**config.mk**
```make
export PLATFORM = sky130hd
export DESIGN_NAME = alex_spi_tx
export DESIGN_NICKNAME = d
export VERILOG_FILES = /design/src/rtl/alex_pkg.sv /design/src/rtl/alex_spi_word.sv /design/src/rtl/alex_spi_tx.sv
export SDC_FILE = /design/constraint.sdc
export NUM_CORES = 1
export LEC_CHECK = 0
export BUFFER_PORTS_ARGS = -buffer_cell sky130_fd_sc_hd__buf_2
export CAP_MARGIN = 20
export CORE_ASPECT_RATIO = 2
export CORE_MARGIN = 3
export CORE_UTILIZATION = 40
export CTS_CLUSTER_DIAMETER = 200
export CTS_CLUSTER_SIZE = 12
export DETAILED_ROUTE_END_ITERATION = 6
export GPL_ROUTABILITY_DRIVEN = 1
export GPL_TIMING_DRIVEN = 0
export PLACE_DENSITY = 0.57
export SKIP_CTS_REPAIR_TIMING = 1
export SLEW_MARGIN = 20
export SYNTH_ARGS = -nofsm -noshare
export SYNTH_HDL_FRONTEND = slang
export SYNTH_SLANG_ARGS = --single-unit
```
**constraint.sdc**
```tcl
create_clock -name clock -period 2 [get_ports clock]
set_input_delay 0.6 -clock clock [delete_from_list [all_inputs] [get_ports clock]]
set_output_delay 0.6 -clock clock [all_outputs]
set_load 0.02 [all_outputs]
```
**src/rtl/alex_pkg.sv**
```systemverilog
// Shared types and constants for the Alex relay SPI transmitter.
package alex_pkg;

  localparam int ALEX_WORD_W = 16;

  typedef enum logic [2:0] {
    IDLE,
    SHIFT_TX,
    STROBE_TX,
    SHIFT_RX,
    STROBE_RX
  } alex_state_e;

endpackage

```
**src/rtl/alex_spi_word.sv**
```systemverilog
// Shifts one relay word MSB-first, then holds the selected load strobe for one bit period.
module alex_spi_word
  import alex_pkg::*;
#(
  parameter int CLK_DIV = 8,
  parameter int WORD_W  = ALEX_WORD_W
) (
  input  logic              clock,
  input  logic              reset_n,
  input  logic              start,
  input  logic              sel_rx,
  input  logic [WORD_W-1:0] word,
  output logic              spi_data,
  output logic              spi_clock,
  output logic              tx_strobe,
  output logic              rx_strobe,
  output logic              phase_end
);

  localparam int DIV_W = $clog2(CLK_DIV + 1);
  localparam int BIT_W = $clog2(WORD_W + 1);
  localparam logic [DIV_W-1:0] DIV_LAST  = DIV_W'(CLK_DIV - 1);
  localparam logic [BIT_W-1:0] BIT_LAST  = BIT_W'(WORD_W - 1);
  localparam logic [BIT_W-1:0] STB_HALF2 = BIT_W'(1);

  logic              active_q, active_d;
  logic              strobe_ph_q, strobe_ph_d;
  logic              sel_q, sel_d;
  logic              sclk_q, sclk_d;
  logic              data_q, data_d;
  logic              tx_stb_q, tx_stb_d;
  logic              rx_stb_q, rx_stb_d;
  logic [WORD_W-1:0] shreg_q, shreg_d;
  logic [DIV_W-1:0]  div_q, div_d;
  logic [BIT_W-1:0]  bit_q, bit_d;
  logic              div_last;

  assign div_last = (div_q == DIV_LAST);

  // Last cycle of the shift phase or of the strobe phase; lets the caller chain the next frame gap-free.
  assign phase_end = active_q && div_last &&
                     (strobe_ph_q ? (bit_q == STB_HALF2) : (sclk_q && (bit_q == BIT_LAST)));

  always_comb begin
    active_d    = active_q;
    strobe_ph_d = strobe_ph_q;
    sel_d       = sel_q;
    sclk_d      = sclk_q;
    data_d      = data_q;
    tx_stb_d    = tx_stb_q;
    rx_stb_d    = rx_stb_q;
    shreg_d     = shreg_q;
    div_d       = div_q;
    bit_d       = bit_q;

    if (start) begin
      // shreg holds the bits still to be sent, already aligned to the MSB
      active_d    = 1'b1;
      strobe_ph_d = 1'b0;
      sel_d       = sel_rx;
      sclk_d      = 1'b0;
      data_d      = word[WORD_W-1];
      shreg_d     = {word[WORD_W-2:0], 1'b0};
      div_d       = '0;
      bit_d       = '0;
      tx_stb_d    = 1'b0;
      rx_stb_d    = 1'b0;
    end else if (active_q) begin
      div_d = div_last ? '0 : div_q + 1'b1;
      if (div_last) begin
        if (strobe_ph_q) begin
          if (bit_q == STB_HALF2) begin
            active_d    = 1'b0;
            strobe_ph_d = 1'b0;
            tx_stb_d    = 1'b0;
            rx_stb_d    = 1'b0;
            bit_d       = '0;
          end else begin
            bit_d = STB_HALF2;
          end
        end else if (!sclk_q) begin
          sclk_d = 1'b1;
        end else begin
          sclk_d = 1'b0;
          if (bit_q == BIT_LAST) begin
            strobe_ph_d = 1'b1;
            data_d      = 1'b0;
            bit_d       = '0;
            tx_stb_d    = !sel_q;
            rx_stb_d    = sel_q;
          end else begin
            bit_d   = bit_q + 1'b1;
            data_d  = shreg_q[WORD_W-1];
            shreg_d = shreg_q << 1;
          end
        end
      end
    end
  end

  always_ff @(posedge clock) begin
    if (!reset_n) begin
      active_q    <= 1'b0;
      strobe_ph_q <= 1'b0;
      sel_q       <= 1'b0;
      sclk_q      <= 1'b0;
      data_q      <= 1'b0;
      tx_stb_q    <= 1'b0;
      rx_stb_q    <= 1'b0;
      shreg_q     <= '0;
      div_q       <= '0;
      bit_q       <= '0;
    end else begin
      active_q    <= active_d;
      strobe_ph_q <= strobe_ph_d;
      sel_q       <= sel_d;
      sclk_q      <= sclk_d;
      data_q      <= data_d;
      tx_stb_q    <= tx_stb_d;
      rx_stb_q    <= rx_stb_d;
      shreg_q     <= shreg_d;
      div_q       <= div_d;
      bit_q       <= bit_d;
    end
  end

  assign spi_data  = data_q;
  assign spi_clock = sclk_q;
  assign tx_strobe = tx_stb_q;
  assign rx_strobe = rx_stb_q;

endmodule

```
**src/rtl/alex_spi_tx.sv**
```systemverilog
// Alex relay transmitter: change detect, force latch and TX/RX frame sequencing around one word shifter.
module alex_spi_tx
  import alex_pkg::*;
#(
  parameter int CLK_DIV = 8,
  parameter int WORD_W  = ALEX_WORD_W
) (
  input  logic              clock,
  input  logic              reset_n,
  input  logic [WORD_W-1:0] tx_word,
  input  logic [WORD_W-1:0] rx_word,
  input  logic              force_req,
  output logic              SPI_data,
  output logic              SPI_clock,
  output logic              Tx_load_strobe,
  output logic              Rx_load_strobe,
  output logic              busy
);

  alex_state_e       state_q, state_d;
  logic              first_q, first_d;
  logic              force_q, force_d;
  logic              start_q, start_d;
  logic              busy_q, busy_d;
  logic [WORD_W-1:0] tx_sent_q, tx_sent_d;
  logic [WORD_W-1:0] rx_sent_q, rx_sent_d;

  logic              pending;
  logic              word_start;
  logic              word_sel_rx;
  logic [WORD_W-1:0] word_mux;
  logic              phase_end;

  assign pending = force_q || first_q || (tx_word != tx_sent_q) || (rx_word != rx_sent_q);

  always_comb begin
    state_d   = state_q;
    first_d   = first_q;
    force_d   = force_q || force_req;
    start_d   = 1'b0;
    busy_d    = busy_q;
    tx_sent_d = tx_sent_q;
    rx_sent_d = rx_sent_q;

    unique case (state_q)
      IDLE: begin
        if (pending) begin
          tx_sent_d = tx_word;
          rx_sent_d = rx_word;
          force_d   = 1'b0;
          first_d   = 1'b0;
          start_d   = 1'b1;
          state_d   = SHIFT_TX;
        end
      end
      SHIFT_TX: begin
        if (start_q) busy_d = 1'b1;
        if (phase_end) state_d = STROBE_TX;
      end
      STROBE_TX: begin
        if (phase_end) state_d = SHIFT_RX;
      end
      SHIFT_RX: begin
        if (phase_end) state_d = STROBE_RX;
      end
      STROBE_RX: begin
        if (phase_end) begin
          busy_d  = 1'b0;
          state_d = IDLE;
        end
      end
      default: state_d = IDLE;
    endcase
  end

  // The RX frame is launched on the last TX strobe cycle so the two frames abut.
  assign word_start  = start_q || ((state_q == STROBE_TX) && phase_end);
  assign word_sel_rx = (state_q == STROBE_TX);
  assign word_mux    = start_q ? tx_sent_q : rx_sent_q;

  always_ff @(posedge clock) begin
    if (!reset_n) begin
      state_q   <= IDLE;
      first_q   <= 1'b1;
      force_q   <= 1'b0;
      start_q   <= 1'b0;
      busy_q    <= 1'b0;
      tx_sent_q <= '0;
      rx_sent_q <= '0;
    end else begin
      state_q   <= state_d;
      first_q   <= first_d;
      force_q   <= force_d;
      start_q   <= start_d;
      busy_q    <= busy_d;
      tx_sent_q <= tx_sent_d;
      rx_sent_q <= rx_sent_d;
    end
  end

  alex_spi_word #(
    .CLK_DIV (CLK_DIV),
    .WORD_W  (WORD_W)
  ) u_word (
    .clock     (clock),
    .reset_n   (reset_n),
    .start     (word_start),
    .sel_rx    (word_sel_rx),
    .word      (word_mux),
    .spi_data  (SPI_data),
    .spi_clock (SPI_clock),
    .tx_strobe (Tx_load_strobe),
    .rx_strobe (Rx_load_strobe),
    .phase_end (phase_end)
  );

  assign busy = busy_q;

endmodule

```
* Yosys cells after proc, flatten, opt, wreduce, memory -nomap -nowiden
Index checks and enable logic that the tools add are counted.
Word-level totals: flip-flop bits (word level) 70, logic and storage cells 114, input port bits 35, output and inout port bits 5
Operators by class: eq/ne operators 18, add/sub/neg operators 2, reductions and logical operators 28, mux-type cells 47, bitwise logic cells 2
Operators by type and width (count):
- $mux 16 | 7
- $ne 16x16->1 | 2
- $mux 1 | 29
- $mux 3 | 5
- $mux 5 | 3
- $pmux 3 s5 | 1
- $reduce_and 5->1 | 3
- $ne 2x2->1 const B | 7
- $reduce_bool 2->1 | 6
- $reduce_and 3->1 | 3
- $eq 3x2->1 const B | 2
- $reduce_and 2->1 | 3
- $add 5x1->5 const B | 1
- $eq 5x1->1 const B | 1
- $eq 5x4->1 const B | 1
- $logic_or 1x1->1 | 5
- $add 4x1->4 const B | 1
- $eq 4x3->1 const B | 1
- $logic_and 1x1->1 | 4
- $mux 4 | 1
- $ne 2x1->1 const B | 2
- $reduce_and 4->1 | 1
- $eq 3x1->1 const B | 1
- $eq 3x3->1 const B | 1
- 5 further kinds | 6

* Depth between registers and ports, before layout
Gate-level depths: netlist (run 1).
word-level depth 8, mapped depth 8, depth with buffers taken out 7

* By module
From an unflattened synthesis (run 1), not the netlist that was laid out.
Second synthesis, totals: cell total of the unflattened synthesis 403, area, all modules 3673.5 µm²
Modules (own cells, without submodules):
- alex_spi_tx | instances 1, area an instance 2208.4 µm², cells an instance 242
- alex_spi_word | instances 1, area an instance 1465.2 µm², cells an instance 161

* Worst setup path before layout (run 1)
No wires, ideal clock.
path kind input-to-reg, from in rx_word[3], to reg tx_sent_q[15], slack -0.055 ns, library setup time 0.082 ns, data arrival time 1.973 ns, required time 1.918 ns, stages 7, buffers on the path 2, cells stage by stage xor2_1 -> nor4_1 -> nand3_1 -> buf_6 -> buf_6 -> or4_1 -> o2111ai_1
Between the ends: word-level cells in the longest chain between the ends 3
Ends and longest elaborated chain:
- start, declared | line alex_spi_tx.sv:11 | input logic [WORD_W-1:0] rx_word,
- $ne 16x16->1 | line alex_spi_tx.sv:34 | assign pending = force_q || first_q || (tx_word != tx_sent_q) || (rx_word != rx_sent_q);
- $logic_or 1x1->1 | line alex_spi_tx.sv:34
- $reduce_and 2->1 (no source line)
- end signal, assigned | line alex_spi_tx.sv:96 | tx_sent_q <= tx_sent_d;
- end, declared | line alex_spi_tx.sv:25 | logic [WORD_W-1:0] tx_sent_q, tx_sent_d;
No other way between the ends. A chain may end at the register's enable or synchronous reset.

* Final worst setup path (run 1)
from reg u_word.bit_q[0], to reg u_word.shreg_q[6]
Between the ends: word-level cells in the longest chain between the ends 8, elaborated cells on any way between the ends 14
Ends and longest elaborated chain:
- start, declared | line alex_spi_word.sv:35 | logic [BIT_W-1:0] bit_q, bit_d;
- start signal, assigned | line alex_spi_word.sv:123 | bit_q <= bit_d;
- $eq 5x4->1 | line alex_spi_word.sv:42, alex_spi_word.sv:85
- $logic_and 1x1->1 | line alex_spi_word.sv:42 | (strobe_ph_q ? (bit_q == STB_HALF2) : (sclk_q && (bit_q == BIT_LAST)));
- $mux 1 | line alex_spi_word.sv:42
- $logic_and 1x1->1 | line alex_spi_word.sv:41 | assign phase_end = active_q && div_last &&
- $logic_and 1x1->1 | line alex_spi_tx.sv:77 | assign word_start = start_q || ((state_q == STROBE_TX) && phase_end);
- $logic_or 1x1->1 | line alex_spi_tx.sv:77
- $ne 2x1->1 (no source line) / $reduce_bool 2->1 (equally long branches)
- $reduce_and 5->1 (no source line)
- end signal, assigned | line alex_spi_word.sv:121 | shreg_q <= shreg_d;
- end, declared | line alex_spi_word.sv:33 | logic [WORD_W-1:0] shreg_q, shreg_d;
Parallel ways exist; a longest one is shown, timed or not.

==> Implementation_results.wiki, run 1 <==
{| class="wikitable"
! Metric !! Value
|-
| Pin count of the biggest net entering global routing || 14
|-
| Fillcell total || 1076
|-
| Area growth, synth to finish || 27.62%
|-
| Net count after synthesis || approximately 570
|-
| Final global-route overflow total || 0
|-
| Average instance area after synthesis || 8.058 um^2
|-
| Vias in the first global route || 4240
|-
| Total length of routed wires || around 15000 um
|-
| Power density of the placed cells || 774.2 mW/mm^2
|-
| Hold Path Class || flop to flop
|-
| Clk_lat worst skew || 0.35 ns
|-
| DRC violation count after routing || 0
|-
| Total number of yosys warnings || 0
|-
| Final worst-path cycle share || 1.006
|-
| Worst endpoint required time || 2.24 ns
|-
| Full die area || 0.01211 mm^2
|-
| First-pass GRT wire length || 22300 um
|-
| Max_slew headroom || 0.5640
|-
| CTS tree || yes
|-
| Post-route met1 wirelength || 5265 um
|-
| Total number of H-tree levels || 3
|-
| Number of DRC markers in iteration 0 || roughly 220
|-
| Top Metal Used || met4
|-
| Clock buffers created by TritonCTS || 9
|-
| Register clock-pin slew on the reported worst setup and hold paths || 0.06 ns
|-
| Number of violations of the max-capacitance limit || 0
|-
| Area of the mapped netlist || 0.004303 mm^2
|-
| Buffer levels on the longest clock path || 2
|-
| GR Util All Layers || 0.2376
|-
| Per-cell via count in the routed design || 5.851
|-
| Share of synthesized registers carrying an async set or reset || 0
|-
| Non-Filler Instances || 747
|-
| IO Count || 40
|-
| Setup violators final || 3
|-
| Unrepaired setup endpoints after global routing || true
|-
| Internal reg-to-reg setup slack || -0.01 ns
|-
| Maximum clock rate || 497.2 MHz
|-
| Cells after Synth || 534
|-
| Cell depth of the worst flop-to-flop path || 7
|-
| Core box area || ~0.010 mm^2
|-
| Count of antenna-violating nets left after detailed routing || 0
|-
| Clock skew || approximately 0.0074 ns
|-
| Sinks on the clock net || 70
|-
| Count of vias placed by the detailed router || 4371
|-
| Final RePlAce weighted congestion || between 0.8 and 0.9
|-
| Worst slack after detailed placement || -0.4422 ns
|-
| Hold slack final || about 0.5 ns
|-
| Total instance count after detailed placement || 709
|-
| Area occupied by registers || 0.001430 mm^2
|-
| CP Data Arrival Time || about 2.3 ns
|-
| Shortest period the worst path allows || 2.011 ns
|-
| Post-synth EDFFs || 0
|-
| Final TNS setup || -0.01458 ns
|-
| Proportion of layout cells with a drive suffix above 1 || 0.2902
|-
| Hold depth || 2
|-
| Ant diodes || 0
|-
| Kind of end point of the critical path || flop
|-
| Master cell of the clock root buffer || sky130_fd_sc_hd__clkbuf_16
|-
| Actual slew at the worst max-slew pin || about 0.65 ns
|-
| Final-report max-slew violation count || 0
|-
| Number of antenna violations at the first check in global routing || 0
|-
| Crit Reg-Reg Startpoint || u_word.bit_q[0]
|-
| I/O Buffers || 38
|-
| Footprint of the multi-input gates || 0.002889 mm^2
|-
| Violations in the final reports || negative setup slack
|-
| Peak supply drop || 0.4973 mV
|-
| Die boundary width || 79.34 um
|-
| Outcome || finished, violations left
|-
| Min-Delay Startpoint || u_word.div_q[3]
|-
| Maximum fanout along the worst path || 5
|-
| First drt pass iteration count || 4
|-
| Initial standard-cell utilization of the core || 0.4107
|-
| Sequential-to-total area share from yosys stat || 0.3257
|-
| Static leakage || 2.377 nW
|-
| Worst r2r dst || u_word.shreg_q[6]
|-
| Worst Setup Start Kind || flop
|-
| Hpwl dp || 10670 um
|-
| Cell row count || 53
|-
| Average wire length per cell after detail routing || 19.70 um
|-
| Count of endpoints failing hold in the final timing report || 0
|-
| DR WL met2 || 8092 um
|-
| Die Y-Extent || 152.7 um
|-
| Path type of the worst setup path || flop to flop
|-
| Endpoint with the worst hold slack || u_word.div_q[3]
|-
| WL met3 || 532 um
|-
| Final layout net count || roughly 640
|-
| Worst setup slack after layout || -0.01115 ns
|-
| Most instantiated flip-flop cell in the synthesis netlist || sky130_fd_sc_hd__dfxtp_1
|-
| Register bit total from synthesis || 70
|-
| Distinct cell type count after synthesis || 51
|}
## cell usage in the layout, fill, tap and decap left out, drive strengths merged, types with 5 or more instances in the layout
| master | synthesis | routed |
|---|---|---|
| nand2 | 104 | 104 |
| buf | 22 | 81 |
| dfxtp | 70 | 70 |
| and3 | 49 | 49 |
| o21ai | 39 | 39 |
| clkbuf | 25 | 35 |
| xor2 | 34 | 34 |
| o2111ai | 32 | 32 |
| or4 | 32 | 32 |
| mux2i | 31 | 31 |
| nor2 | 20 | 20 |
| a21oi | 9 | 9 |
| nor4 | 7 | 7 |
| or3 | 5 | 5 |
| nand3 | 5 | 5 |
## routing by layer
metal  track usage  up-vias
li1              -     2100
met1        0.2422     2105
met2        0.4200      134
met3       0.04438       32
met4        0.1680        0
met5             0        -
## cells in the mapped netlist (2+ instances only)
master	instances	area (um^2)
sky130_fd_sc_hd__nand2b_1	3	18.77
sky130_fd_sc_hd__nand3_1	5	25.02
sky130_fd_sc_hd__buf_1	2	7.510
sky130_fd_sc_hd__or3_1	5	31.28
sky130_fd_sc_hd__nand4_1	2	12.51
sky130_fd_sc_hd__buf_2	15	75.07
sky130_fd_sc_hd__clkbuf_1	25	93.84
sky130_fd_sc_hd__nand3b_1	4	30.03
sky130_fd_sc_hd__mux2i_1	31	310.3
sky130_fd_sc_hd__o21ai_0	15	75.07
sky130_fd_sc_hd__o21ai_1	24	120.1
sky130_fd_sc_hd__nand4b_1	2	17.52
sky130_fd_sc_hd__ha_1	3	37.54
sky130_fd_sc_hd__nor3_1	3	15.01
sky130_fd_sc_hd__nand2_1	104	390.4
sky130_fd_sc_hd__nor4_1	7	43.79
sky130_fd_sc_hd__nor3b_1	2	15.01
sky130_fd_sc_hd__buf_6	5	56.30
sky130_fd_sc_hd__inv_1	2	7.510
sky130_fd_sc_hd__xor2_1	34	297.8
sky130_fd_sc_hd__nor2_1	20	75.07
sky130_fd_sc_hd__or2_1	2	12.51
sky130_fd_sc_hd__or4_1	32	240.2
sky130_fd_sc_hd__and4b_1	2	20.02
sky130_fd_sc_hd__a31oi_1	2	12.51
sky130_fd_sc_hd__a21boi_1	2	15.01
sky130_fd_sc_hd__and3_1	49	306.5
sky130_fd_sc_hd__o21a_1	2	15.01
sky130_fd_sc_hd__o2111ai_1	32	280.3
sky130_fd_sc_hd__a21oi_1	8	40.04
sky130_fd_sc_hd__dfxtp_1	70	1401
## cells by family after synthesis
logic type | Yosys count | synth area share
AOI/OAI and AO/OA | 97 | 0.1585
xor gates and xnor gates | 35 | 0.07124
adders and majority gates | 3 | 0.008724
buffers and inverters | 51 | 0.05874
DFF | 70 | 0.3257
muxes | 31 | 0.07211
and+or+nand+nor | 247 | 0.3050
## per-stage QoR
step                area, um^2    util  power (mW)
finish                    5492  0.5241       4.252
global route              5492  0.5241       4.416
CTS                       4991  0.4764       4.130
detailed placement        4692  0.4478       2.490
global placement          4692  0.4478       2.471
floorplan                 4330       -       2.191
## how the worst max path moves through the flow
stage	from	to	slack [ns]
global route	u_word.bit_q[1]	u_word.shreg_q[8]	-0.06
CTS	state_q[0]	rx_sent_q[12]	-0.30
detailed placement	rx_word[4]	tx_sent_q[2]	-0.44
finish	u_word.bit_q[0]	u_word.shreg_q[6]	-0.01
floorplan	rx_word[11]	tx_sent_q[0]	-0.04
global placement	rx_word[4]	tx_sent_q[2]	-0.45
## area by class of cell
type	instances	share of cell area
multi-input cells	413	0.5261
flip-flops and latches	70	0.2604
repair buffers	60	0.06721
plain buffers	48	0.05856
clock buffers	9	0.04101
well taps	137	0.03121
clock inverters	7	0.01344
inverters	3	0.002051
## power by group
| group | switching, mW | total (mW) | internal (mW) |
|---|---|---|---|
| Sequential | 0.168 | 1.73 | 1.56 |
| Clock | 0.678 | 1.65 | 0.970 |
| Combinational | 0.493 | 0.873 | 0.380 |
| Total | 1.34 | 4.25 | 2.91 |
## sequential cells by signal (all words and copies together), names as in the netlist
register            flops
u_word.spi_data         1
u_word.tx_strobe        1
u_word.strobe_ph_q      1
u_word.active_q         1
tx_sent_q              16
u_word.rx_strobe        1
busy                    1
rx_sent_q              16
u_word.shreg_q         15
u_word.spi_clock        1
u_word.div_q            4
u_word.sel_q            1
first_q                 1
u_word.bit_q            5
state_q                 3
start_q                 1
force_q                 1
## critical path, cell delays in order, from the launching register on
cell and delay [ns]:
sky130_fd_sc_hd__dfxtp_2 0.39, sky130_fd_sc_hd__ha_4 0.14, sky130_fd_sc_hd__or4b_4 0.51, sky130_fd_sc_hd__o22ai_4 0.27, sky130_fd_sc_hd__a31o_4 0.24, sky130_fd_sc_hd__buf_6 0.13
sky130_fd_sc_hd__nand2_2 0.05, sky130_fd_sc_hd__and3_4 0.17
No activity file was read; power rests on OpenSTA's default activity.
==> inputs of run 2 (changes only) <==
--- a/config.mk
+++ b/config.mk
@@ -16,8 +16,10 @@
 export GPL_ROUTABILITY_DRIVEN = 1
 export GPL_TIMING_DRIVEN = 0
 export PLACE_DENSITY = 0.57
+export SETUP_SLACK_MARGIN = 0.02
 export SKIP_CTS_REPAIR_TIMING = 1
 export SLEW_MARGIN = 20
 export SYNTH_ARGS = -nofsm -noshare
 export SYNTH_HDL_FRONTEND = slang
+export SYNTH_HIERARCHICAL = 1
 export SYNTH_SLANG_ARGS = --single-unit
==> Implementation_results.wiki, run 2 <==
{| class="wikitable"
! Metric !! Value
|-
| Total number of yosys warnings || 6
|-
| Final Total Pwr || 3.632 mW
|-
| Pin count of the biggest net entering global routing || 12
|-
| Clock buffers created by TritonCTS || 9
|-
| IO Count || 40
|-
| Final worst-path cycle share || 1.016
|-
| Worst setup path start || rx_word[14]
|-
| Path type of the worst setup path || primary input to flop
|-
| Cell count along the critical path || 9
|-
| Highest cell delay on the worst timing path || 0.43 ns
|-
| Mux share of post-synthesis cell area || 0.09571
|-
| CP Data Arrival Time || 2.29 ns
|-
| Master cell of the clock root buffer || sky130_fd_sc_hd__clkbuf_16
|-
| Largest cells by area after synthesis || sky130_fd_sc_hd__dfxtp_1 38%, sky130_fd_sc_hd__a21oi_2 6.7%, sky130_fd_sc_hd__xnor2_1 6.7%, sky130_fd_sc_hd__mux2_2 5.2%, sky130_fd_sc_hd__nand3_1 4.8%
|-
| Area growth, synth to finish || 31.44%
|-
| Average wire length per cell after detail routing || 18.49 um
|-
| Worst r2r dst || tx_sent_q[0]
|-
| Slowest CP cell || sky130_fd_sc_hd__a2111o_1
|-
| Clk_lat worst skew || 0.33 ns
|-
| Critical Path Sink || tx_sent_q[0]
|-
| Count of endpoints failing hold in the final timing report || 0
|-
| Final layout net count || 509
|-
| Kind of end point of the critical path || flop
|-
| Finished Core Util || 0.5507
|-
| Outcome || finished, violations left
|-
| Combinational family with the most area after synthesis || compound AO/OA/AOI/OAI gates
|-
| Number of violations of the max-capacitance limit || 0
|-
| Die Y-Extent || 141.5 um
|-
| Final RePlAce weighted congestion || 0.8671
|-
| Actual slew at the worst max-slew pin || between 0.7 and 0.8 ns
|-
| Synth top area share || 0.3815
|-
| Initial standard-cell utilization of the core || 0.4189
|-
| Post-synth EDFFs || 0
|-
| Internal reg-to-reg setup slack || -0.02 ns
|-
| First drt pass iteration count || 4
|-
| Area post-placement || 0.004003 mm^2
|-
| Final-report max-slew violation count || 0
|-
| Distinct cell type count after synthesis || slightly below 50
|-
| Total number of H-tree levels || 3
|-
| Buffer levels on the longest clock path || 2
|-
| Ant diodes || 0
|-
| Sequential-to-total area share from yosys stat || 0.3815
|-
| Crit-path leading delay family || compound AO/OA/AOI/OAI gates
|-
| Worst setup slack after layout || -0.03159 ns
|-
| Worst endpoint required time || 2.26 ns
|-
| Total instance count after detailed placement || 542
|-
| Worst slack after detailed placement || -0.5737 ns
|-
| Average instance area after synthesis || roughly 9.1 um^2
|-
| Adder-Cell Fraction of Synth Area || 0.01022
|-
| Violations in the final reports || negative setup slack
|-
| Net count after synthesis || between 400 and 500
|-
| Simple-gate share of the synthesized area || 0.1594
|-
| Total length of routed wires || roughly 11000 um
|-
| Final global-route overflow total || 0
|-
| Full die area || 0.01044 mm^2
|-
| Maximum fanout along the worst path || 6
|-
| Power density of the placed cells || between 700 and 800 mW/mm^2
|-
| Static leakage || 1.715 nW
|-
| Largest registers || rx_sent_q x16, tx_sent_q x16, u_word/shreg_q x15
|-
| Min-Delay Startpoint || u_word/tx_strobe
|-
| Register clock-pin slew on the reported worst setup and hold paths || 0.06 ns
|-
| Synth top cells by count || 70 x sky130_fd_sc_hd__dfxtp_1, 35 x sky130_fd_sc_hd__nand3_1, 29 x sky130_fd_sc_hd__a21oi_1, 29 x sky130_fd_sc_hd__o21ai_0
|-
| Area of the mapped netlist || 0.003674 mm^2
|-
| Worst Setup Start Kind || primary input
|-
| Crit Reg-Reg Startpoint || rx_sent_q[8]
|-
| CTS tree || yes
|-
| Setup violators final || 22
|-
| Die boundary width || 73.77 um
|-
| Sinks on the clock net || 70
|-
| Register bit total from synthesis || 70
|-
| Count of vias placed by the detailed router || 3252
|-
| Count of antenna-violating nets left after detailed routing || 0
|-
| Core box area || 0.008768 mm^2
|-
| Number of DRC markers in iteration 0 || 82
|-
| Area leader, netlist || sky130_fd_sc_hd__dfxtp_1
|-
| Final std cell area, no fill || 0.004828 mm^2
|-
| Most common library cell in the layout ignoring fill and taps || sky130_fd_sc_hd__dfxtp_1
|-
| Most instantiated flip-flop cell in the synthesis netlist || sky130_fd_sc_hd__dfxtp_1
|-
| Hpwl dp || 7710 um
|-
| Compound-gate portion of the synthesized area || 0.2088
|-
| Peak supply drop || 0.6918 mV
|-
| Fillcell total || slightly above 800
|-
| Maximum clock rate || around 490 MHz
|-
| Share of synthesized registers carrying an async set or reset || 0
|-
| I/O Buffers || 39
|-
| Shortest period the worst path allows || slightly above 2 ns
|-
| Per-cell via count in the routed design || 5.646
|-
| Max_slew headroom || 0.5025
|-
| Non-Filler Instances || 576
|-
| Cell depth of the worst flop-to-flop path || 8
|-
| Cell-by-cell trace of the critical path || buf_2 > inv_2 > a2111o_1 > nor4_4 > and3_4 > buf_12 > clkbuf_16 > o21ai_1 > a21oi_2
|-
| Cell with the most instances after synthesis || sky130_fd_sc_hd__dfxtp_1
|-
| Cells after Synth || about 400
|-
| Cell row count || between 40 and 50
|-
| Unrepaired setup endpoints after global routing || true
|-
| First-pass GRT wire length || 16300 um
|-
| DRC violation count after routing || 0
|-
| Hold Path Class || flop to flop
|-
| Number of antenna violations at the first check in global routing || 0
|-
| Most frequent cells in the layout || 67 x sky130_fd_sc_hd__dfxtp_1, 42 x sky130_fd_sc_hd__buf_2, 36 x sky130_fd_sc_hd__a21oi_2, 34 x sky130_fd_sc_hd__nand3_1, 32 x sky130_fd_sc_hd__o21ai_1
|-
| GR Util All Layers || 0.2053
|-
| Vias in the first global route || between 3000 and 4000
|-
| Count of buffering cells on the critical path with inverters included || 4
|-
| Clock skew || 0.004233 ns
|-
| Proportion of layout cells with a drive suffix above 1 || 0.3866
|-
| XOR/XNOR share of the synthesized area || 0.08345
|}
-- run 2: worst min-delay path by stage --
stage | cells past startpoint | slack (ns) | end
floorplan | 2 | 0.43 | u_word/bit_q[4]
global placement | 2 | 0.45 | u_word/bit_q[4]
detailed placement | 2 | 0.45 | u_word/tx_strobe
CTS | 2 | 0.46 | u_word/tx_strobe
global route | 2 | 0.49 | u_word/tx_strobe
finish | 2 | 0.45 | u_word/tx_strobe
-- run 2: area by class of cell --
| class | instances | area (um^2) | area share |
|---|---|---|---|
| multi-input cells | 296 | 2276 | 0.4714 |
| flip-flops and latches | 70 | 1408 | 0.2915 |
| repair buffers | 57 | 414.1 | 0.08577 |
| clock buffers | 14 | 284.0 | 0.05882 |
| plain buffers | 33 | 264.0 | 0.05468 |
| well taps | 100 | 125.1 | 0.02591 |
| clock inverters | 2 | 37.54 | 0.007774 |
| inverters | 4 | 20.02 | 0.004146 |
-- run 2: worst register-to-register path: cells and delay by family (launching register included) --
kind / cells / cell delay (ns)
buf+inv: 2 / 0.30
flops: 1 / 0.34
xor+xnor: 1 / 0.17
compound gates: 3 / 0.53
simple gates: 2 / 0.61
-- run 2: per-stage QoR --
stage / TNS (ns) / hold WS (ns)
after floorplan: -0.005492 / 0.4290
after global placement: -29.99 / 0.4550
after detailed placement: -31.40 / 0.4503
after CTS: -20.60 / 0.4568
after global routing: -3.941 / 0.4895
final: -0.3121 / 0.4463
-- run 2: kinds of logic (layout without fill, tap and decap cells) --
logic type      count (synthesis)  after routing
compound gates                124            124
xor+xnor                       35             35
fa+ha+maj                       3              3
buf+inv                        37            110
flops                          70             70
mux                            33             33
simple gates                  101            101
-- run 2: layer usage --
metal | vias up | global-route usage | part of all wire
met1 | 1545 | 0.2136 | 0.36
met5 | - | 0 | 0
met3 | 31 | 0.03688 | 0.035
li1 | 1592 | - | -
met4 | 0 | 0.1012 | 0.051
met2 | 84 | 0.3769 | 0.55
-- run 2: where the power goes --
group	switching (mW)	total [mW]	internal [mW]
combinational	0.238	0.438	0.200
sequential	0.0529	1.51	1.46
clock	0.580	1.68	1.10
total	0.871	3.63	2.76
==> inputs of run 3 (changes only) <==
--- a/config.mk
+++ b/config.mk
@@ -14,7 +14,6 @@
 export CTS_CLUSTER_SIZE = 12
 export DETAILED_ROUTE_END_ITERATION = 6
 export GPL_ROUTABILITY_DRIVEN = 1
-export GPL_TIMING_DRIVEN = 0
 export PLACE_DENSITY = 0.57
 export SETUP_SLACK_MARGIN = 0.02
 export SKIP_CTS_REPAIR_TIMING = 1
==> Implementation_results.wiki, run 3 (synthesis results as in run 2) <==
{| class="wikitable"
! Metric !! Value
|-
| Initial standard-cell utilization of the core || 0.4189
|-
| Ant diodes || 0
|-
| Final Total Pwr || approximately 3.5 mW
|-
| Path type of the worst setup path || primary input to flop
|-
| Setup violators final || 0
|-
| Number of violations of the max-capacitance limit || 0
|-
| Largest registers || rx_sent_q x16, tx_sent_q x16, u_word/shreg_q x15
|-
| Combinational Power Share || 0.122
|-
| Count of vias placed by the detailed router || 3122
|-
| CTS tree || yes
|-
| Clock buffers created by TritonCTS || 9
|-
| Final layout net count || about 500
|-
| Hold slack final || 0.4629 ns
|-
| Final TNS setup || 0 ns
|-
| Final RePlAce weighted congestion || 0.7958
|-
| Worst slack after detailed placement || -0.3664 ns
|-
| Clock skew || 0.007613 ns
|-
| Maximum fanout along the worst path || 18
|-
| Final global-route overflow total || 0
|-
| Average wire length per cell after detail routing || 17.67 um
|-
| I/O Buffers || 39
|-
| Die Y-Extent || 141.5 um
|-
| Outcome || finished, final reports clean
|-
| Worst endpoint required time || 2.22 ns
|-
| Number of DRC markers in iteration 0 || 108
|-
| Worst setup slack after layout || 0.1087 ns
|-
| DRC violation count after routing || 0
|-
| Clk_lat worst skew || 0.33 ns
|-
| Static leakage || between 1.5 and 2 nW
|-
| Register clock-pin slew on the reported worst setup and hold paths || 0.06 ns
|-
| Most common library cell in the layout ignoring fill and taps || sky130_fd_sc_hd__dfxtp_1
|-
| Highest cell delay on the worst timing path || 0.35 ns
|-
| Shortest period the worst path allows || between 1.5 and 2 ns
|-
| Hpwl dp || 6951 um
|-
| Total instance count after detailed placement || 541
|-
| Proportion of layout cells with a drive suffix above 1 || 0.3693
|-
| Net switching fraction of the power || 0.2573
|-
| Buffer levels on the longest clock path || 2
|-
| Final worst-path cycle share || 0.9456
|-
| First-pass GRT wire length || 15840 um
|-
| Power share of the sequential group || 0.434
|-
| Full die area || 0.01044 mm^2
|-
| Slowest CP cell || sky130_fd_sc_hd__nor4_2
|-
| Total length of routed wires || 9950 um
|-
| CP Data Arrival Time || 2.11 ns
|-
| Final-report max-slew violation count || 0
|-
| Clock share of power || 0.444
|-
| Worst Setup Start Kind || primary input
|-
| Peak supply drop || a little over 0.5 mV
|-
| Cell-by-cell trace of the critical path || buf_2 > xnor2_2 > nand4_1 > nor4_2 > and3_4 > buf_12 > o21ai_0 > and3b_1
|-
| Non-Filler Instances || 563
|-
| Vias in the first global route || 3213
|-
| Pin count of the biggest net entering global routing || 36
|-
| Count of endpoints failing hold in the final timing report || 0
|-
| Kind of end point of the critical path || flop
|-
| Design internal power || 2.587 mW
|-
| Count of antenna-violating nets left after detailed routing || 0
|-
| Core box area || between 0.008 and 0.009 mm^2
|-
| First drt pass iteration count || 4
|-
| Per-cell via count in the routed design || 5.545
|-
| GR Util All Layers || 0.1973
|-
| IO Count || 40
|-
| Die boundary width || 73.77 um
|-
| Actual slew at the worst max-slew pin || about 0.40 ns
|-
| Power density of the placed cells || about 750 mW/mm^2
|-
| Reported net switching power || 896.4 uW
|-
| Max_slew headroom || 0.7303
|-
| Total number of H-tree levels || 3
|-
| Number of antenna violations at the first check in global routing || 0
|-
| Hold Path Class || flop to flop
|-
| Cell row count || between 40 and 50
|-
| Sinks on the clock net || 70
|-
| Most frequent cells in the layout || 67 x sky130_fd_sc_hd__dfxtp_1, 39 x sky130_fd_sc_hd__buf_2, 35 x sky130_fd_sc_hd__nand3_1, 33 x sky130_fd_sc_hd__o21ai_1, 31 x sky130_fd_sc_hd__a21oi_2
|-
| Maximum clock rate || 528.7 MHz
|-
| Area growth, synth to finish || 26.29%
|-
| Master cell of the clock root buffer || sky130_fd_sc_hd__clkbuf_16
|}
==> run 3: cell types whose count changed in the layout (fill, tap and decap cells not counted), moves of 3 or more <==
cell | before | now
sky130_fd_sc_hd__buf_4 | 12 | 27
sky130_fd_sc_hd__nor2_1 | 6 | 11
sky130_fd_sc_hd__a21oi_1 | 21 | 26
sky130_fd_sc_hd__o21ai_2 | 8 | 1
sky130_fd_sc_hd__xnor2_2 | 1 | 5
sky130_fd_sc_hd__buf_2 | 42 | 39
sky130_fd_sc_hd__clkbuf_1 | 13 | 0
sky130_fd_sc_hd__o21ai_0 | 15 | 23
sky130_fd_sc_hd__buf_6 | 7 | 3
sky130_fd_sc_hd__xnor2_1 | 27 | 23
sky130_fd_sc_hd__nor2_4 | 5 | 0
sky130_fd_sc_hd__clkbuf_2 | 5 | 0
sky130_fd_sc_hd__a21oi_2 | 36 | 31
==> run 3: cell type report <==
class / count / area [um^2]
clock buffer: 11 / 252.7
multi-input combinational: 296 / 2183
sequential: 70 / 1410
clock inverter: 5 / 41.29
inverter: 4 / 20.02
tap: 100 / 125.1
fill: 844 / 4129
timing repair buffer: 77 / 606.8
==> run 3: power by group through the flow <==
stage,registers (mW),logic (mW),clock network (mW)
finish,1.51,0.424,1.55
CTS,1.51,0.389,1.59
floorplan,1.53,0.250,0
global route,1.52,0.468,1.65
global placement,1.54,0.383,0
detailed placement,1.54,0.387,0
==> run 3: layer usage <==
layer | wire length (um) | track usage
met1 | 3816 | 0.2170
met2 | 5476 | 0.3450
met3 | 307 | 0.04255
met4 | 349 | 0.09742
met5 | 0 | 0
==> run 3: per-stage QoR <==
stage	cell area, um^2	util
after floorplan	3682	-
after global placement	4095	0.4670
after detailed placement	4095	0.4670
after CTS	4389	0.5006
after global routing	4639	0.5291
final	4639	0.5291
==> run 3: final timing paths <==
path,from,to,slack (ns),cells after the start
worst max-delay path,rx_word[11],state_q[0],0.11,8
worst min-delay path,u_word/tx_strobe,u_word/tx_strobe,0.46,2
worst max register to register,u_word/bit_q[1],u_word/shreg_q[4],0.11,10
worst min register to register,u_word/tx_strobe,u_word/tx_strobe,0.46,2
==> run 3: critical path: cells and delay by family <==
kind	cells	cell delay, ns
AOI/OAI and AO/OA	1	0.09
and+or+nand+nor	4	0.98
xor gates and xnor gates	1	0.17
buffers and inverters	2	0.27
